**src/rtl/uart_command_parser_pkg.sv**
```systemverilog
// Shared command codes and state encodings for the UART command parser and its UART engines.
package uart_command_parser_pkg;

  localparam logic [7:0] READ_CMD  = 8'h00;
  localparam logic [7:0] WRITE_CMD = 8'hAA;

  typedef enum logic [2:0] {
    CMD,
    ADDR,
    VALUE,
    EXEC,
    WAIT_RDATA,
    RESP
  } parser_state_t;

  typedef enum logic [1:0] {
    UART_IDLE,
    UART_START,
    UART_DATA,
    UART_STOP
  } uart_state_t;

endpackage

```
**src/rtl/uart_command_parser_rx.sv**
```systemverilog
// UART receiver: 2-flop synchronised line, start-bit recheck, LSB-first data, stop-bit validation.
module uart_command_parser_rx
  import uart_command_parser_pkg::*;
#(
  parameter int WORD_WIDTH   = 8,
  parameter int DIVISOR      = 8,
  parameter int SAMPLE_PHASE = DIVISOR / 2
) (
  input  logic                  clk,
  input  logic                  rst_n,
  input  logic                  rx,
  output logic [WORD_WIDTH-1:0] data,
  output logic                  valid
);

  localparam int CW = $clog2(DIVISOR);
  localparam int BW = $clog2(WORD_WIDTH);

  uart_state_t           state;
  logic                  rx_s1, rx_s2, rx_prev;
  logic [CW-1:0]         cnt;
  logic [BW-1:0]         bit_idx;
  logic [WORD_WIDTH-1:0] shreg;
  logic                  sample, bit_end;

  assign sample  = (cnt == CW'(SAMPLE_PHASE));
  assign bit_end = (cnt == CW'(DIVISOR - 1));

  always_ff @(posedge clk or negedge rst_n) begin
    if (!rst_n) begin
      rx_s1   <= 1'b1;
      rx_s2   <= 1'b1;
      rx_prev <= 1'b1;
      state   <= UART_IDLE;
      cnt     <= '0;
      bit_idx <= '0;
      shreg   <= '0;
      data    <= '0;
      valid   <= 1'b0;
    end else begin
      rx_s1   <= rx;
      rx_s2   <= rx_s1;
      rx_prev <= rx_s2;
      valid   <= 1'b0;
      if (state != UART_IDLE) cnt <= bit_end ? '0 : cnt + CW'(1);
      case (state)
        // The edge is seen during cycle 0 of the start bit, so the bit timer resumes at 1.
        UART_IDLE: if (rx_prev && !rx_s2) begin
          state <= UART_START;
          cnt   <= CW'(1);
        end
        UART_START: begin
          if (sample && rx_s2) state <= UART_IDLE;
          else if (bit_end) begin
            state   <= UART_DATA;
            bit_idx <= '0;
          end
        end
        UART_DATA: begin
          if (sample) shreg <= {rx_s2, shreg[WORD_WIDTH-1:1]};
          if (bit_end) begin
            if (bit_idx == BW'(WORD_WIDTH - 1)) state <= UART_STOP;
            else bit_idx <= bit_idx + BW'(1);
          end
        end
        UART_STOP: if (sample) begin
          state <= UART_IDLE;
          if (rx_s2) begin
            data  <= shreg;
            valid <= 1'b1;
          end
        end
        default: state <= UART_IDLE;
      endcase
    end
  end

endmodule

```
**src/rtl/uart_command_parser_tx.sv**
```systemverilog
// UART transmitter with a valid/accept handshake; a byte offered at the end of a stop bit follows it directly.
module uart_command_parser_tx
  import uart_command_parser_pkg::*;
#(
  parameter int WORD_WIDTH = 8,
  parameter int DIVISOR    = 8
) (
  input  logic                  clk,
  input  logic                  rst_n,
  input  logic                  valid,
  input  logic [WORD_WIDTH-1:0] data,
  output logic                  accept,
  output logic                  tx
);

  localparam int CW = $clog2(DIVISOR);
  localparam int BW = $clog2(WORD_WIDTH);

  uart_state_t           state;
  logic [CW-1:0]         cnt;
  logic [BW-1:0]         bit_idx;
  logic [WORD_WIDTH-1:0] shreg;
  logic                  bit_end;

  assign bit_end = (cnt == CW'(DIVISOR - 1));

  always_comb begin
    accept = valid && (state == UART_IDLE || (state == UART_STOP && bit_end));
  end

  always_ff @(posedge clk or negedge rst_n) begin
    if (!rst_n) begin
      state   <= UART_IDLE;
      cnt     <= '0;
      bit_idx <= '0;
      shreg   <= '0;
      tx      <= 1'b1;
    end else if (accept) begin
      state <= UART_START;
      shreg <= data;
      cnt   <= '0;
      tx    <= 1'b0;
    end else begin
      if (state != UART_IDLE) cnt <= bit_end ? '0 : cnt + CW'(1);
      case (state)
        UART_START: if (bit_end) begin
          state   <= UART_DATA;
          bit_idx <= '0;
          tx      <= shreg[0];
        end
        UART_DATA: if (bit_end) begin
          if (bit_idx == BW'(WORD_WIDTH - 1)) begin
            state <= UART_STOP;
            tx    <= 1'b1;
          end else begin
            bit_idx <= bit_idx + BW'(1);
            shreg   <= shreg >> 1;
            tx      <= shreg[1];
          end
        end
        UART_STOP: if (bit_end) state <= UART_IDLE;
        default: tx <= 1'b1;
      endcase
    end
  end

endmodule

```
**src/rtl/uart_command_parser.sv**
```systemverilog
// UART command parser: decodes WRITE/READ frames into register strobes and returns read data over UART.
module uart_command_parser
  import uart_command_parser_pkg::*;
#(
  parameter int WORD_WIDTH         = 8,
  parameter int VALUE_WORDS        = 4,
  parameter int PULSE_W_EN_MAX_LEN = 1,
  parameter int DIVISOR            = 8,
  parameter int SAMPLE_PHASE       = DIVISOR / 2
) (
  input  logic                              clk,
  input  logic                              i_reset,
  input  logic                              i_rx,
  output logic                              o_tx,
  output logic                              o_w_en,
  output logic [WORD_WIDTH-1:0]             o_w_addr,
  output logic [VALUE_WORDS*WORD_WIDTH-1:0] o_w_data,
  output logic                              o_r_en,
  output logic [WORD_WIDTH-1:0]             o_r_addr,
  input  logic [VALUE_WORDS*WORD_WIDTH-1:0] i_r_data,
  input  logic                              i_r_valid
);

  localparam int DW  = VALUE_WORDS * WORD_WIDTH;
  localparam int BCW = $clog2(VALUE_WORDS + 1);
  localparam int PCW = $clog2(PULSE_W_EN_MAX_LEN + 1);

  parser_state_t         state;
  logic [WORD_WIDTH-1:0] rx_data, cmd, addr, tx_data;
  logic                  rx_valid, tx_valid, tx_accept;
  logic                  is_write, is_read;
  logic [DW-1:0]         value, resp_data;
  logic [BCW-1:0]        byte_cnt, resp_cnt;
  logic [PCW-1:0]        pulse_cnt;
  logic [3:0]            wait_cnt;

  uart_command_parser_rx #(
    .WORD_WIDTH  (WORD_WIDTH),
    .DIVISOR     (DIVISOR),
    .SAMPLE_PHASE(SAMPLE_PHASE)
  ) u_rx (
    .clk  (clk),
    .rst_n(i_reset),
    .rx   (i_rx),
    .data (rx_data),
    .valid(rx_valid)
  );

  uart_command_parser_tx #(
    .WORD_WIDTH(WORD_WIDTH),
    .DIVISOR   (DIVISOR)
  ) u_tx (
    .clk   (clk),
    .rst_n (i_reset),
    .valid (tx_valid),
    .data  (tx_data),
    .accept(tx_accept),
    .tx    (o_tx)
  );

  assign is_write = (cmd == WORD_WIDTH'(WRITE_CMD));
  assign is_read  = (cmd == WORD_WIDTH'(READ_CMD));

  always_ff @(posedge clk or negedge i_reset) begin
    if (!i_reset) begin
      state     <= CMD;
      cmd       <= '0;
      addr      <= '0;
      value     <= '0;
      byte_cnt  <= '0;
      pulse_cnt <= '0;
      wait_cnt  <= '0;
      resp_cnt  <= '0;
      resp_data <= '0;
      tx_valid  <= 1'b0;
      tx_data   <= '0;
      o_w_en    <= 1'b0;
      o_w_addr  <= '0;
      o_w_data  <= '0;
      o_r_en    <= 1'b0;
      o_r_addr  <= '0;
    end else begin
      case (state)
        CMD: if (rx_valid) begin
          cmd   <= rx_data;
          state <= ADDR;
        end
        ADDR: if (rx_valid) begin
          addr     <= rx_data;
          byte_cnt <= '0;
          state    <= VALUE;
        end
        // Strobes are raised on the last byte itself so they appear one cycle after it arrives.
        VALUE: if (rx_valid) begin
          value <= (value << WORD_WIDTH) | DW'(rx_data);
          if (byte_cnt == BCW'(VALUE_WORDS - 1)) begin
            state <= EXEC;
            if (is_write) begin
              o_w_en    <= 1'b1;
              o_w_addr  <= addr;
              o_w_data  <= (value << WORD_WIDTH) | DW'(rx_data);
              pulse_cnt <= '0;
            end else if (is_read) begin
              o_r_en   <= 1'b1;
              o_r_addr <= addr;
            end
          end else begin
            byte_cnt <= byte_cnt + BCW'(1);
          end
        end
        EXEC: begin
          if (is_write) begin
            if (pulse_cnt == PCW'(PULSE_W_EN_MAX_LEN - 1)) begin
              o_w_en <= 1'b0;
              state  <= CMD;
            end else begin
              pulse_cnt <= pulse_cnt + PCW'(1);
            end
          end else if (is_read) begin
            o_r_en   <= 1'b0;
            wait_cnt <= '0;
            state    <= WAIT_RDATA;
          end else begin
            state <= CMD;
          end
        end
        WAIT_RDATA: begin
          if (i_r_valid) begin
            tx_data   <= i_r_data[DW-1 -: WORD_WIDTH];
            resp_data <= i_r_data << WORD_WIDTH;
            tx_valid  <= 1'b1;
            resp_cnt  <= '0;
            state     <= RESP;
          end else if (wait_cnt == 4'd15) begin
            state <= CMD;
          end else begin
            wait_cnt <= wait_cnt + 4'd1;
          end
        end
        RESP: if (tx_accept) begin
          if (resp_cnt == BCW'(VALUE_WORDS - 1)) begin
            tx_valid <= 1'b0;
            state    <= CMD;
          end else begin
            resp_cnt  <= resp_cnt + BCW'(1);
            tx_data   <= resp_data[DW-1 -: WORD_WIDTH];
            resp_data <= resp_data << WORD_WIDTH;
          end
        end
        default: state <= CMD;
      endcase
    end
  end

endmodule

```
**config.mk**
```make
export PLATFORM = sky130hd
export DESIGN_NAME = uart_command_parser
export DESIGN_NICKNAME = d
export VERILOG_FILES = /design/src/rtl/uart_command_parser_pkg.sv /design/src/rtl/uart_command_parser_rx.sv /design/src/rtl/uart_command_parser_tx.sv /design/src/rtl/uart_command_parser.sv
export SDC_FILE = /design/constraint.sdc
export NUM_CORES = 1
export LEC_CHECK = 0
export CAP_MARGIN = 20
export CORE_ASPECT_RATIO = 1.5
export CORE_MARGIN = 4
export CORE_UTILIZATION = 51
export CTS_CLUSTER_SIZE = 25
export DETAILED_ROUTE_END_ITERATION = 8
export GPL_ROUTABILITY_DRIVEN = 0
export PLACE_DENSITY = 0.81
export SYNTH_ARGS = -nofsm -noshare
export SYNTH_HDL_FRONTEND = slang
export SYNTH_SLANG_ARGS = --single-unit
```
**constraint.sdc**
```tcl
create_clock -name clk -period 2 [get_ports clk]
set_input_delay 0.4 -clock clk [delete_from_list [all_inputs] [get_ports clk]]
set_output_delay 0.4 -clock clk [all_outputs]
set_load 0.02 [all_outputs]
```
==> results by group, run 1 <==
Status
  – Outcome: complete, but fails checks
  – Violations in the final reports: setup timing

Synth
  – Sequential fraction of the synthesis area: 57.2%
  – Post-synth cell types: 54
  – Top area cells in the synthesized netlist: dfrtp_1, mux2_2, mux2_1
  – Top cell type's share of synthesized area: 55.9%
  – Post-Syn Area: 7920 um2
  – Leading cell type by number of instances after synthesis: dfrtp_1
  – Synthesized instance count: 584
  – Post-synthesis register bit count: 181
  – Cell taking the most area after synthesis: dfrtp_1
  – Count of flip-flops with a built-in enable after synthesis: 0
  – Number of nets produced by synthesis: 644
  – Warning count from the yosys run: 0
  – Commonest register cell after synthesis: dfrtp_1
  – Async SR Flop Fraction: 100%
  – Most used standard cells in the synthesized netlist: dfrtp_1, mux2_2, mux2_1, nand2_1, ha_1
  – Post-synthesis area per instance: 13.6 um2

Clock tree
  – Number of levels in the clock H-tree: 4
  – TritonCTS clock tree: yes
  – Clock buffer count from CTS: 17
  – Clock insertion delay at the later pin of the skew report: 430 ps
  – Clock Pin Slew Worst Setup and Hold Paths: 70 ps
  – Number of clock sinks seen by CTS: 181
  – Root Buffer: clkbuf_16
  – Clk buf depth: 2

Hold path
  – Critical hold path startpoint: u_rx.rx_s1$_DFF_PN1_
  – Class of the tightest hold or removal check: flip-flop to flip-flop

Die
  – Die outline width: 110 um
  – Vertical die dimension: 161 um
  – Starting utilization of the core area: 52.3%
  – Total core area: 15100 um2
  – DIE AREA: 17600 um2
  – Top-level I/O count: 87
  – Cell Rows: 55

Setup path
  – Largest fanout on the critical path: 6
  – Critical Setup Path Class: flip-flop to flip-flop
  – Required time at the worst-slack endpoint: 2310 ps
  – CP Data Arrival Time: 2320 ps
  – Critical path startpoint category: flip-flop
  – Worst setup EP type: flip-flop
  – Worst reg2reg startpoint: u_tx.cnt[1]$_DFFE_PN0P_
  – Crit path from: u_tx.cnt[1]$_DFFE_PN0P_

Power
  – Proportion of power drawn by the clock network: 29.0%
  – Static leakage: 4.99 nW
  – Sequential share of power: 41.8%
  – Total power divided by cell area: 1130 nW/um2
  – Internal cell power: 7.81 mW
  – Logic pwr share: 29.1%
  – Highest ir drop seen on vdd: 0.000627 V
  – Net load switching power: 3.59 mW
  – Switching fraction of total power: 31.5%

Job
  – Number of max-cap violations: 0

Detailed routing
  – Total number of vias: 5054
  – Remaining number of nets flagged by the antenna check after routing: 0
  – DR WL/cell: 18.3 um
  – Number of design rule violations left after detail routing: 0
  – Routed vias/inst: 5.49
  – WL final: 16.8 mm
  – Detailed Routing Iterations Pass 1: 4
  – Detailed router's first-iteration violation count: 167

Global routing
  – Antenna violations before repair: 0
  – Maximum number of pins on one net before global-route repair: 74
  – Via count of the first global-routing pass: 5505
  – Wire length of the first global-routing pass: 27.2 mm
  – Tot GR Track Use: 19.7%
  – Overflow after GRT: 0

STA
  – Number of failing setup endpoints in the final timing report: 3
  – Final slew viol count: 0
  – Final hold violation count: 0
  – Least-Margin Pin Slew: 573 ps
  – RSZ-0062 raised after global routing: yes
  – Final Worst Setup Slack: -9.67 ps
  – Final period utilization: 100%
  – Timing-limited maximum frequency: 498 MHz
  – Setup Skew: 12.8 ps
  – Post-layout min period: 2010 ps
  – Worst max-slew margin expressed relative to the limit: 61.6%
  – Setup TNS Final: -14.3 ps

Finish
  – Filler Cells Inserted: 1060
  – Layout Cell Area excl Fill: 10100 um2
  – Total inserted antenna cells: 0
  – Fraction of final layout cells with drive strength greater than 1: 25.5%
  – Total Nets Final: 768
  – Area overhead of the layout relative to synthesis: 27.9%

Place
  – Count of buffers from port buffering: 86
  – Sum of net half-perimeters after detailed placement: 11.4 mm
  – Area after DPL: 9210 um2
==> final timing paths <==
check	end	slack (ps)	depth (start not counted)
max in group asynchronous	u_rx.rx_s1$_DFF_PN1_	850	3
min in group asynchronous	u_tx.bit_idx[2]$_DFFE_PN0P_	440	2
worst max-delay path	resp_cnt[2]$_DFFE_PN0P_	-10	8
worst min-delay path	u_rx.rx_s2$_DFF_PN1_	360	0
worst min register to register	u_rx.rx_s2$_DFF_PN1_	360	0
worst max register to register	resp_cnt[2]$_DFFE_PN0P_	-10	8
==> critical path: stages, from the launching register on <==
cell and delay [ps]:
dfrtp_1 390, ha_2 200, ha_4 160, a21o_1 160, and2_4 170, o22ai_4 180, buf_12 170, clkbuf_16 160
mux2_4 300
==> power groups by stage <==
stage	logic, mW	clock network [mW]	registers [mW]
2_1_floorplan	1.99	0	4.67
3_3_place_gp	2.53	0	4.75
3_5_place_dp	2.72	0	4.81
4_1_cts	2.93	3.37	4.74
5_1_grt	3.64	3.54	4.83
6_report	3.32	3.31	4.77
==> flip-flops by register name, indices dropped and copies added, names as in the netlist, 4 cells and up, named ones only <==
signal      count
cmd             8
addr            8
resp_data      24
tx_data         8
o_w_data       32
u_rx.data       8
u_rx.shreg      8
wait_cnt        4
o_r_addr        8
u_tx.shreg      8
o_w_addr        8
value          24
==> per-stage QoR <==
stage / total power, mW / worst slack [ps] / utilization (%) / std cells / hold WS, ps
floorplan: 6.66 / 0.0924 / - / 584 / 104
global placement: 7.28 / 31.4 / 60.8 / 872 / 315
detailed placement: 7.53 / -13.1 / 60.8 / 872 / 322
CTS: 11.0 / 2.44 / 65.6 / 912 / 357
global route: 12.0 / -57.5 / 66.9 / 920 / 349
finish: 11.4 / -9.67 / 66.9 / 920 / 360
==> layout make-up <==
class	count	area (um2)	area share, %
Clock buffer	17	425	4.20
Clock inverter	15	183	1.80
Inverter	22	82.6	0.815
Multi-Input combinational cell	357	3310	32.7
Sequential cell	181	4530	44.8
Tap cell	199	249	2.46
Timing Repair Buffer	129	1350	13.3
==> cell usage in the layout, fill, tap and decap left out, types with 6 or more instances in the layout <==
master and n:
dfrtp_1 177, nand3_1 7, a21oi_1 14, mux2_2 69, nand2_1 29, mux2_4 23, mux2i_1 15, buf_4 32
nor2_1 18, inv_1 22, mux2_1 64, o21ai_0 18, clkdlybuf4s50_1 84, ha_1 22, clkbuf_16 20, nor3_1 6
a22o_1 8
==> cell families after synthesis <==
| logic type | after synthesis | synth area share (%) |
|---|---|---|
| AOI/OAI and AO/OA | 63 | 5.43 |
| DFF | 181 | 57.2 |
| and+or+nand+nor | 99 | 6.95 |
| adders and majority gates | 24 | 3.79 |
| buffers and inverters | 46 | 2.53 |
| muxes | 171 | 24.1 |
==> routing by layer <==
metal / vias up / track usage [%] / part of all wire [%]
li1: 2330 / - / -
met4: 0 / 8.17 / 2.8
met3: 34 / 3.70 / 3.2
met1: 2583 / 22.0 / 38
met2: 107 / 35.8 / 56
met5: - / 0 / 0
==> repair_timing <==
item	in CTS	in global routing
cloned	2	3
setup buffers	5	5
setup endpoints to repair	16	29
hold buffers	1	0
pin swaps	1	4
hold endpoints to repair	30	0
resized for setup	2	24
(Power assumes the default switching activity.)
==> run 2, diff against run 1 <==
--- a/config.mk
+++ b/config.mk
@@ -5,6 +5,7 @@
 export SDC_FILE = /design/constraint.sdc
 export NUM_CORES = 1
 export LEC_CHECK = 0
+export ABC_AREA = 0
 export CAP_MARGIN = 20
 export CORE_ASPECT_RATIO = 1.5
 export CORE_MARGIN = 4
==> results of run 2 <==
Final layout, timing and power as in run 1 (identical DEF).
==> run 3, diff against run 2 <==
--- a/config.mk
+++ b/config.mk
@@ -7,13 +7,15 @@
 export LEC_CHECK = 0
 export ABC_AREA = 0
 export CAP_MARGIN = 20
+export CELL_PAD_IN_SITES_DETAIL_PLACEMENT = 2
+export CELL_PAD_IN_SITES_GLOBAL_PLACEMENT = 2
 export CORE_ASPECT_RATIO = 1.5
 export CORE_MARGIN = 4
-export CORE_UTILIZATION = 51
+export CORE_UTILIZATION = 42
 export CTS_CLUSTER_SIZE = 25
 export DETAILED_ROUTE_END_ITERATION = 8
 export GPL_ROUTABILITY_DRIVEN = 0
-export PLACE_DENSITY = 0.81
+export PLACE_DENSITY = 0.89
 export SYNTH_ARGS = -nofsm -noshare
 export SYNTH_HDL_FRONTEND = slang
 export SYNTH_SLANG_ARGS = --single-unit
==> constraint.sdc (replaced) <==
create_clock -name clk -period 2.5 [get_ports clk]
set_input_delay 0.5 -clock clk [delete_from_list [all_inputs] [get_ports clk]]
set_output_delay 0.5 -clock clk [all_outputs]
set_load 0.02 [all_outputs]
==> run 3 against run 2 <==
  * The run now ends clean
  * Via count rose by 2.0%
  * Maximum frequency is 15% lower
  * Power fell by 21%
==> results by group, run 3 (synthesized netlist as in run 1, its figures left out) <==
Detailed routing
  – Routed vias/inst: 5.45 (-0.79%)
  – DR WL/cell: 25.4 um (+39%)
  – Number of design rule violations left after detail routing: 0 (unchanged)
  – Remaining number of nets flagged by the antenna check after routing: 0 (unchanged)
  – Detailed router's first-iteration violation count: 254 (+52%)
  – Total number of vias: 5156 (+2.0%)
  – Detailed Routing Iterations Pass 1: 4 (unchanged)
  – WL final: 24.0 mm (+43%)

Setup path
  – CP Data Arrival Time: 2660 ps (+340 ps)
  – Worst r2r path cells: 7 (-1)
  – Crit path from: u_tx.cnt[0]$_DFFE_PN0P_
  – Cell with the largest stage delay on the worst path: or4_1
  – Worst setup EP type: flip-flop
  – Cell type with the highest occurrence count on the critical path: ha_1
  – Critical path startpoint category: flip-flop
  – Critical Setup Path Class: flip-flop to flip-flop
  – Largest stage delay on the critical path: 550 ps (+160 ps)
  – Required time at the worst-slack endpoint: 2810 ps (+500 ps)
  – Worst reg2reg startpoint: u_tx.cnt[0]$_DFFE_PN0P_
  – Worst reg2reg endpoint: state[0]$_DFFE_PN0P_
  – Flop-to-flop setup slack: 150 ps (+160 ps)
  – Largest fanout on the critical path: 20 (+14)
  – Crit path cell chain: ha_1, ha_1, a21o_1, and2_1, buf_4, nor2_1, or4_1

STA
  – Number of failing setup endpoints in the final timing report: 0 (-3)
  – Least-Margin Pin Slew: 645 ps (+71.6 ps)
  – Final period utilization: 94.0% (-6.4 points)
  – Worst max-slew margin expressed relative to the limit: 57.0% (-4.6 points)
  – Setup TNS Final: 0 ps (+14.3 ps)
  – Final slew viol count: 0 (unchanged)
  – Setup Skew: 12.0 ps (-0.789 ps)
  – Timing-limited maximum frequency: 425 MHz (-15%)
  – RSZ-0062 raised after global routing: no
  – Post-layout min period: 2350 ps (+342 ps)
  – Final hold violation count: 0 (unchanged)

Finish
  – Top library cells by usage in the layout, fill and taps aside: dfrtp_1, mux2_2, clkdlybuf4s50_1
  – Area overhead of the layout relative to synthesis: 23.6%
  – Total Nets Final: 741 (-3.5%)
  – Fraction of final layout cells with drive strength greater than 1: 21.6% (-3.9 points)
  – Total inserted antenna cells: 0 (unchanged)
  – Filler Cells Inserted: 1713 (+62%)
  – Most flop-heavy register: o_w_data
  – Largest registers: o_w_data (32), resp_data (24), value (24)
  – Most common library cell in the layout ignoring fill and taps: dfrtp_1
  – Number of flip-flops in the largest register: 32 (unchanged)

Global routing
  – Via count of the first global-routing pass: 6254 (+14%)
  – Maximum number of pins on one net before global-route repair: 59 (-20%)
  – Tot GR Track Use: 24.1% (+4.4 points)
  – Overflow after GRT: 0 (unchanged)
  – Antenna violations before repair: 0 (unchanged)
  – Wire length of the first global-routing pass: 38.2 mm (+40%)

Die
  – Starting utilization of the core area: 42.7% (-9.6 points)
  – DIE AREA: 21200 um2 (+20%)
  – Total core area: 18500 um2 (+23%)
  – Vertical die dimension: 176 um (+9.7%)
  – Die outline width: 120 um (+9.5%)
  – Top-level I/O count: 87 (unchanged)
  – Cell Rows: 61 (+11%)

Clock tree
  – TritonCTS clock tree: yes
  – Clock insertion delay at the later pin of the skew report: 450 ps (+20 ps)
  – Number of buffers inserted by hold repair at cts: 0 (-1)
  – Clock Pin Slew Worst Setup and Hold Paths: 80 ps (about the same)
  – Post-CTS Resized: 0 (-2)
  – Clk buf depth: 2 (unchanged)
  – Post-CTS Setup Repair Bufs: 0 (-5)
  – Number of levels in the clock H-tree: 4 (unchanged)
  – Root Buffer: clkbuf_16
  – Number of clock sinks seen by CTS: 181 (unchanged)
  – Clock buffer count from CTS: 17 (unchanged)

Hold path
  – Class of the tightest hold or removal check: input port to asynchronous set/reset pin

Place
  – Count of buffers from port buffering: 86 (unchanged)
  – Sum of net half-perimeters after detailed placement: 15.3 mm (+35%)

Power
  – Total power divided by cell area: 922 nW/um2 (-18%)
  – Post-layout power: 9.03 mW (-21%)
  – Highest ir drop seen on vdd: 0.000513 V (-18%)
  – Static leakage: 4.70 nW (-5.9%)

Job
  – Number of max-cap violations: 0 (unchanged)

Status
  – Outcome: finished, final reports clean
[run 3: changes by cell type in the layout (fill, tap and decap cells not counted), moves of 2 or more]
cell       delta
buf_16        -2
clkinv_4      -2
mux2_1        +4
buf_4        -20
ha_1          +2
inv_8         +2
clkbuf_16     -3
mux2_4       -23
mux2_2       +19
[run 3: final cells by class]
type | instances | area [um2] | area share (%)
well taps | 252 | 315 | 3.22
multi-input cells | 357 | 3200 | 32.7
clock inverters | 15 | 201 | 2.06
clock buffers | 17 | 425 | 4.34
inverters | 22 | 82.6 | 0.843
flip-flops and latches | 181 | 4530 | 46.3
repair buffers | 102 | 1030 | 10.5
[run 3: how the worst max path moves through the flow]
stage	endpoint	slack (ps)	cells after the start
floorplan	resp_data[26]$_DFFE_PN0P_	310	7
global placement	resp_data[19]$_DFFE_PN0P_	380	7
detailed placement	u_tx.state[0]$_DFFE_PN0P_	290	7
CTS	state[0]$_DFFE_PN0P_	140	6
global route	state[0]$_DFFE_PN0P_	10	6
finish	state[0]$_DFFE_PN0P_	150	7
[run 3: power by group]
group / switching, mW / internal, mW
Clock: 1.38 / 1.46
Sequential: 0.428 / 3.44
Combinational: 1.30 / 1.02
[run 3: worst max-delay path, delay by kind of cell (launching register included)]
kind	cells	cell delay, ps
fa+ha+maj	2	500
compound gates	1	180
simple gates	3	860
buf+inv	1	270
flops	1	400
[run 3: metal layers]
metal	wire [um]	track usage (%)	up-vias	part of all wire [%]
met5	0	0	-	0
met4	589	9.13	0	2.5
met3	782	5.38	40	3.3
met2	13900	45.8	108	58
met1	8790	25.6	2723	37
li1	-	-	2285	-
[run 3: through the flow]
step | worst slack (ps) | hold slack (ps) | area [um2] | utilization (%) | cells
3_5_place_dp | 289 | 348 | 9170 | 49.4 | 914
5_1_grt | 14.3 | 55.4 | 9790 | 52.8 | 946
6_report | 149 | 43.2 | 9790 | 52.8 | 946
3_3_place_gp | 378 | 346 | 9170 | 49.4 | 914
4_1_cts | 137 | 56.0 | 9790 | 52.8 | 946
2_1_floorplan | 311 | 204 | 7920 | - | 584
